`config.mk`:
```
export PLATFORM = sky130hd
export DESIGN_NAME = multi_key_hold
export DESIGN_NICKNAME = d
export VERILOG_FILES = /design/src/rtl/multi_key_hold.sv
export SDC_FILE = /design/constraint.sdc
export NUM_CORES = 1
export LEC_CHECK = 0
export BUFFER_PORTS_ARGS = -buffer_cell sky130_fd_sc_hd__buf_2
export CORE_MARGIN = 1.5
export CORE_UTILIZATION = 50
export DETAILED_ROUTE_END_ITERATION = 7
export HOLD_SLACK_MARGIN = 0.1
export PLACE_DENSITY_LB_ADDON = 0.25
export SLEW_MARGIN = 20
export SYNTH_ARGS = -nofsm -noshare
export SYNTH_HDL_FRONTEND = slang
export SYNTH_SLANG_ARGS = --single-unit
```
`constraint.sdc`:
```
create_clock -name clk -period 7.35 [get_ports clk]
set_input_delay 1.47 -clock clk [delete_from_list [all_inputs] [get_ports clk]]
set_output_delay 1.47 -clock clk [all_outputs]
set_load 0.005 [all_outputs]
```
`src/rtl/multi_key_hold.sv`:
```
// N-channel push-button front end: two-flop synchroniser, debounce, long-hold
// detection and optional auto-repeat for each active-low key.
module multi_key_hold #(
   parameter int N             = 4,
   parameter int DEB_CYCLES    = 1000,
   parameter int HOLD_CYCLES   = 2500000,
   parameter int REPEAT_CYCLES = 500000,
   parameter int CW            = 32
) (
   input  logic         clk,
   input  logic         reset,
   input  logic [N-1:0] key_n,
   input  logic         repeat_en,
   input  logic         clear,
   output logic [N-1:0] press_pulse,
   output logic [N-1:0] held_n,
   output logic [N-1:0] repeat_pulse,
   output logic         any_held
);

   typedef enum logic [1:0] {
      IDLE     = 2'd0,
      DEBOUNCE = 2'd1,
      PRESSED  = 2'd2,
      HELD     = 2'd3
   } state_t;

   localparam logic [CW-1:0] ONE_C  = CW'(1);
   localparam logic [CW-1:0] DEB_C  = CW'(DEB_CYCLES);
   localparam logic [CW-1:0] HOLD_C = CW'(HOLD_CYCLES);
   localparam logic [CW-1:0] REP_C  = CW'(REPEAT_CYCLES);

   logic [N-1:0] sync1_q;
   logic [N-1:0] sync2_q;
   logic         any_held_q;
   logic         any_held_d;

   always_ff @(posedge clk or negedge reset) begin
      if (!reset) begin
         sync1_q <= '1;
         sync2_q <= '1;
      end else begin
         sync1_q <= key_n;
         sync2_q <= sync1_q;
      end
   end

   genvar gi;
   generate
      for (gi = 0; gi < N; gi++) begin : g_chan
         state_t        state_q;
         state_t        state_d;
         logic [CW-1:0] cnt_q;
         logic [CW-1:0] cnt_d;
         logic [CW-1:0] cnt_inc;
         logic          press_q;
         logic          press_d;
         logic          rep_q;
         logic          rep_d;
         logic          held_n_q;
         logic          held_n_d;
         logic          key_s;

         assign key_s   = sync2_q[gi];
         assign cnt_inc = cnt_q + ONE_C;

         always_ff @(posedge clk or negedge reset) begin
            if (!reset) begin
               state_q  <= IDLE;
               cnt_q    <= '0;
               press_q  <= 1'b0;
               rep_q    <= 1'b0;
               held_n_q <= 1'b1;
            end else begin
               state_q  <= state_d;
               cnt_q    <= cnt_d;
               press_q  <= press_d;
               rep_q    <= rep_d;
               held_n_q <= held_n_d;
            end
         end

         // cnt_inc is the run length k (relative to the state's origin)
         // including the low sample seen at this edge.
         always_comb begin
            state_d = state_q;
            cnt_d   = cnt_q;
            press_d = 1'b0;
            rep_d   = 1'b0;
            if (clear || key_s) begin
               state_d = IDLE;
               cnt_d   = '0;
            end else begin
               case (state_q)
                  IDLE, DEBOUNCE: begin
                     if (cnt_inc == DEB_C) begin
                        state_d = PRESSED;
                        cnt_d   = '0;
                        press_d = 1'b1;
                     end else begin
                        state_d = DEBOUNCE;
                        cnt_d   = cnt_inc;
                     end
                  end
                  PRESSED: begin
                     if (cnt_inc == HOLD_C) begin
                        state_d = HELD;
                        cnt_d   = '0;
                        rep_d   = repeat_en;
                     end else begin
                        cnt_d = cnt_inc;
                     end
                  end
                  HELD: begin
                     if (!repeat_en) begin
                        cnt_d = '0;
                     end else if (cnt_inc == REP_C) begin
                        cnt_d = '0;
                        rep_d = 1'b1;
                     end else begin
                        cnt_d = cnt_inc;
                     end
                  end
                  default: begin
                     state_d = IDLE;
                     cnt_d   = '0;
                  end
               endcase
            end
            held_n_d = (state_d != HELD);
         end

         assign press_pulse[gi]  = press_q;
         assign repeat_pulse[gi] = rep_q;
         assign held_n[gi]       = held_n_q;
      end
   endgenerate

   // Registered summary: deliberately one cycle behind held_n.
   assign any_held_d = ~(&held_n);

   always_ff @(posedge clk or negedge reset) begin
      if (!reset) begin
         any_held_q <= 1'b0;
      end else begin
         any_held_q <= any_held_d;
      end
   end

   assign any_held = any_held_q;

endmodule

```
### Word level (Yosys, flattened, before mapping)

Cells that the tools add are included.

* output and inout port bits: 13
* word-level logic and storage cells: 141
* register bits after elaboration: 157
* input bits: 8

* muxes and demuxes: 72
* add/subtract/negate cells: 4
* reduce and logical (&&, ||, !) cells: 13
* bitwise operators: 1
* equality and inequality tests: 28

Operators with widths (count)
* $mux 32: 20
* $pmux 32 s3: 4
* $add 32x1->32 const B: 4
* $eq 32x10->1 const B: 4
* $eq 32x19->1 const B: 4
* $eq 32x22->1 const B: 4
* $mux 1: 28
* $mux 2: 12
* $eq 2x2->1 const B: 8
* $pmux 2 s2: 4
* $eq 2x1->1 const B: 4
* $logic_not 2->1: 4
* $ne 2x2->1 const B: 4
* $pmux 1 s2: 4
* $reduce_or 2->1: 4
* $logic_or 1x1->1: 4
* $reduce_and 4->1: 1
* $not 1->1: 1

### Longest topological paths before layout

* depth in word-level cells: 6
* gate-level depth with buffers: 12
* depth with buffers taken out: 9

### Worst setup path after synthesis

Ideal clock, no wire load.

* path kind: register -> register
* from: register g_chan[0].cnt_q[13]
* to: register g_chan[0].cnt_q[3]
* required time: 7.215 ns
* buffers on the path: 3
* setup time: 0.135 ns
* slack: 4.207 ns
* data arrival time: 3.008 ns
* stages on the path, launching flop included: 12
* period minus slack after synthesis: 3.143 ns
* path through: dfrtp_1 clkbuf_1 inv_1 or4_1 buf_2 o31a_1 a211oi_2 nand4_1 o41a_1 o31ai_4 buf_6 nor3_1

* cells in the longest elaborated chain, start to end: 6
* elaborated cells on any way between the ends: 10
* classes of those cells: 1 x add/sub; 3 x eq/ne; 6 x mux

RTL lines
* start, declared: RTL line 53 `logic [CW-1:0] cnt_q;`
* start signal, assigned: RTL line 76 `cnt_q <= cnt_d;`
* $add 32x1->32 *: RTL line 65 `assign cnt_inc = cnt_q + ONE_C;`
* $eq 32x19->1: RTL line 117 `end else if (cnt_inc == REP_C) begin`
* $mux 32: RTL line 117
* $mux 32: RTL line 115 `if (!repeat_en) begin`
* $pmux 32 s3 *: RTL line 94 `case (state_q)`
* $mux 32 *: RTL line 90 `if (clear || key_s) begin`
* named net g_chan[0].cnt_d[3]: RTL line 54 `logic [CW-1:0] cnt_d;`

The timed path passes the listed nets; every way through them passes the cells marked *.

### Final worst setup path

* from: register g_chan[3].cnt_q[3]
* to: register g_chan[3].cnt_q[4]

* cells in the longest elaborated chain, start to end: 6
* elaborated cells on any way between the ends: 10
* classes of those cells: 1 x add/sub; 3 x eq/ne; 6 x mux

RTL lines (RTL line)
* start, declared: 53
* start signal, assigned: 76
* $add 32x1->32 *: 65
* $eq 32x19->1: 117
* $mux 32: 117
* $mux 32: 115
* $pmux 32 s3 *: 94
* $mux 32 *: 90
* named net g_chan[3].cnt_d[4]: 54

Marked as above.

==> results.cfg <==
[sta]
timing.hold.ws_ns = 0.359
worstMarginPinSlew_ns = 0.989
final-max-slew-violation-count = 0
report.final.hold_viol_count = 0
fmaxAchievable_mhz = 255
relSlewSlack_pct = 34.0
setup_repair_after_global_routing_missed_its_margin = no
timing.setup.tns_ns = 0
timing.final.crit_share_pct = 53.3
setup-violations-final = 0
clock_skew_ns = 0.00767
final.min_clock_period_ns = 3.91

[route]
wl_per_cell_um = 16.5
detailedRoute.firstIterationViolations = 709
drtAntennaViolNets = 0
route.detailed.drc = 0
vias = 7826
dr.pass1.iters = 5
routed_wirelength_mm = 21.7
vias_per_cell = 5.95

[logic_synthesis]
syn-instance-count = 1074
postSynthNetCount = 1086
synth_edf_count = 0
yosys.cell_types.count = 79
postSynth.asyncResetShare_pct = 100
synth_seq_area_share_pct = 40.9
syn_area_um2 = 9650
synth-warning-count = 0
yosys_register_bits = 157
syn-mean-instance-area_um2 = 8.99
synthFlopType = sky130_fd_sc_hd__dfrtp_1

[setup_path]
timing_worst_setup_path_type = reg2reg
cp_data_required_time_ns = 7.61
worst_setup_path_end_kind = register
crit_fanout = 22
cp_data_arrival_time_ns = 4.18
cp-start-kind = register

[clocking]
worst_skew_pair.late_latency_ns = 0.43
clock_tree.buffer_depth = 2
cts_htree_levels = 4
cts_repair_resize_count = 0
tritoncts = built
hold_buffers = 0
cts.root.buffer_cell = sky130_fd_sc_hd__clkbuf_16
cts_post_setup_buffers_inserted = 0
clock_transition_at_the_register_clock_pins_on_the_worst_setup_and_hold_paths_after_cts_ns = 0.06
clock_sinks = 157
total_cts_buffers = 17

[placed_design]
portBuffers = 20
dp_hpwl_mm = 15.3
place.gp.congestion = 0.932

[floorplan]
dieHeight_um = 142
row_count = 50
ioPinCount = 21
design.die.area_um2 = 20100
die_width_um = 142
floorplan.core_area_um2 = 18800
start_util_pct = 51.3

[power]
finalPower_mw = 1.83
leakage_nw = 3.96
ir_drop_uv = 157
cellPowerDensity_nw_per_um2 = 176

[cells_and_area]
final_net_count = 1056
mostFrequentLayoutCell = sky130_fd_sc_hd__dfrtp_1
layout.core_utilization_pct = 55.0
num_antenna_cells = 0
most-common-layout-cells = sky130_fd_sc_hd__dfrtp_1 (145), sky130_fd_sc_hd__nor2_1 (105), sky130_fd_sc_hd__nor3_1 (81)
fraction_of_layout_cells_with_a_size_suffix_above_1_pct = 8.62
area.growth.synth_to_final_pct = 7.27

[global_route]
initial_antenna_violation_count = 0
grt_pass1_wl_mm = 37.1
overall_track_demand_over_capacity_in_global_routing_pct = 22.9
globalRoute.totalOverflow = 0
first_global_vias = 7432
grt_max_degree = 94

[outcome]
status = complete, no violations

[run]
timing.max_cap.violations = 0

[worst_hold_path]
min-delay-path-class = reg2reg
## logic make-up (layout without fill, tap and decap cells)
logic type	after synthesis	in the layout	share of synthesized area, %
xor gates and xnor gates	128	128	11.6
muxes	7	7	0.752
adders and majority gates	4	4	0.518
and+or+nand+nor	571	571	32.8
DFF	157	157	40.9
buffers and inverters	92	74	4.47
AOI/OAI and AO/OA	115	115	8.94
## stage by stage
| stage | instances | setup slack [ns] | cell area (um2) |
|---|---|---|---|
| 6_report | 1316 | 3.44 | 10400 |
| 5_1_grt | 1316 | 3.11 | 10400 |
| 4_1_cts | 1316 | 3.43 | 10400 |
| 3_5_place_dp | 1285 | 3.46 | 9760 |
| 3_3_place_gp | 1285 | 3.57 | 9760 |
| 2_1_floorplan | 1074 | 4.21 | 9650 |
## power by group
| group | total [mW] | switching, mW | internal (mW) |
|---|---|---|---|
| registers | 0.876 | 0.00432 | 0.872 |
| logic | 0.0440 | 0.0352 | 0.00875 |
| clock network | 0.905 | 0.347 | 0.559 |
## worst max-delay path: stages (launching register included)
cell,delay (ns)
sky130_fd_sc_hd__dfrtp_1,0.45
sky130_fd_sc_hd__nand3_1,0.38
sky130_fd_sc_hd__nor4_4,0.52
sky130_fd_sc_hd__and3_1,0.24
sky130_fd_sc_hd__xnor2_1,0.10
sky130_fd_sc_hd__or4_1,0.54
sky130_fd_sc_hd__or4b_1,0.58
sky130_fd_sc_hd__o21bai_2,0.81
sky130_fd_sc_hd__nor2_1,0.13
## layer usage
metal / routed length (um) / GRT usage [%]
met1: 10500 / 32.0
met2: 9930 / 35.7
met3: 907 / 4.58
met4: 421 / 8.03
met5: 0 / 0
## final timing paths
path	cells after the start	start	slack (ns)	endpoint
max in group asynchronous	2	reset	4.93	g_chan[1].cnt_q[19]
max reg2reg	8	g_chan[3].cnt_q[3]	3.44	g_chan[3].cnt_q[4]
min	0	sync1_q[0]	0.36	sync2_q[0]
min in group asynchronous	1	reset	1.10	g_chan[3].cnt_q[22]
min reg2reg	0	sync1_q[0]	0.36	sync2_q[0]
max	8	g_chan[3].cnt_q[3]	3.44	g_chan[3].cnt_q[4]
## synth_stat cells, types with 3 or more instances
cell,number,share of area (%)
sky130_fd_sc_hd__dfrtp_1,145,38
sky130_fd_sc_hd__nor2_1,105,4.1
sky130_fd_sc_hd__nor3_1,81,4.2
sky130_fd_sc_hd__xnor2_1,80,7.3
sky130_fd_sc_hd__nand2_1,67,2.6
sky130_fd_sc_hd__nand3_1,56,2.9
sky130_fd_sc_hd__nand4_1,51,3.3
sky130_fd_sc_hd__xor2_1,48,4.4
sky130_fd_sc_hd__clkbuf_1,43,1.7
sky130_fd_sc_hd__nor4_1,41,2.7
sky130_fd_sc_hd__and2_1,40,2.6
sky130_fd_sc_hd__and4_1,23,2.1
sky130_fd_sc_hd__o21ai_0,22,1.1
sky130_fd_sc_hd__and3_1,19,1.2
sky130_fd_sc_hd__inv_1,19,0.74
sky130_fd_sc_hd__or3_1,16,1.0
sky130_fd_sc_hd__a21oi_1,14,0.73
sky130_fd_sc_hd__buf_4,13,1.0
sky130_fd_sc_hd__dfstp_2,12,3.3
sky130_fd_sc_hd__or4_1,12,0.93
sky130_fd_sc_hd__buf_2,10,0.52
sky130_fd_sc_hd__or2_2,10,0.65
sky130_fd_sc_hd__o31a_1,9,0.82
sky130_fd_sc_hd__a31oi_1,8,0.52
sky130_fd_sc_hd__nand2b_1,8,0.52
sky130_fd_sc_hd__o21a_1,8,0.62
sky130_fd_sc_hd__nor4b_1,7,0.64
sky130_fd_sc_hd__a311oi_1,6,0.54
sky130_fd_sc_hd__nand3b_1,6,0.47
sky130_fd_sc_hd__nor2b_1,6,0.39
sky130_fd_sc_hd__o2111ai_1,6,0.54
sky130_fd_sc_hd__a211o_1,5,0.45
sky130_fd_sc_hd__a211oi_1,5,0.39
sky130_fd_sc_hd__mux2i_1,5,0.52
sky130_fd_sc_hd__ha_1,4,0.52
sky130_fd_sc_hd__nor3b_1,4,0.31
sky130_fd_sc_hd__buf_6,3,0.35
sky130_fd_sc_hd__nand4b_1,3,0.27
sky130_fd_sc_hd__nand4bb_1,3,0.35
## layout make-up
class                           count  area (um2)
Sequential cell                   157        3940
Timing Repair Buffer               24         136
Clock inverter                      7         115
Inverter                           19        71.3
Tap cell                          260         325
Clock buffer                       24         482
Multi-Input combinational cell    825        5280
Fill cell                        1735        8480
## flip-flops by register name, indices dropped and copies added, names as in the netlist
name and flops:
sync1_q 4, g_chan.press_q 4, g_chan.state_q 8, any_held 1, g_chan.cnt_q 128, sync2_q 4, g_chan.held_n_q 4, g_chan.rep_q 4
No activity file was read; power rests on OpenSTA's default activity.
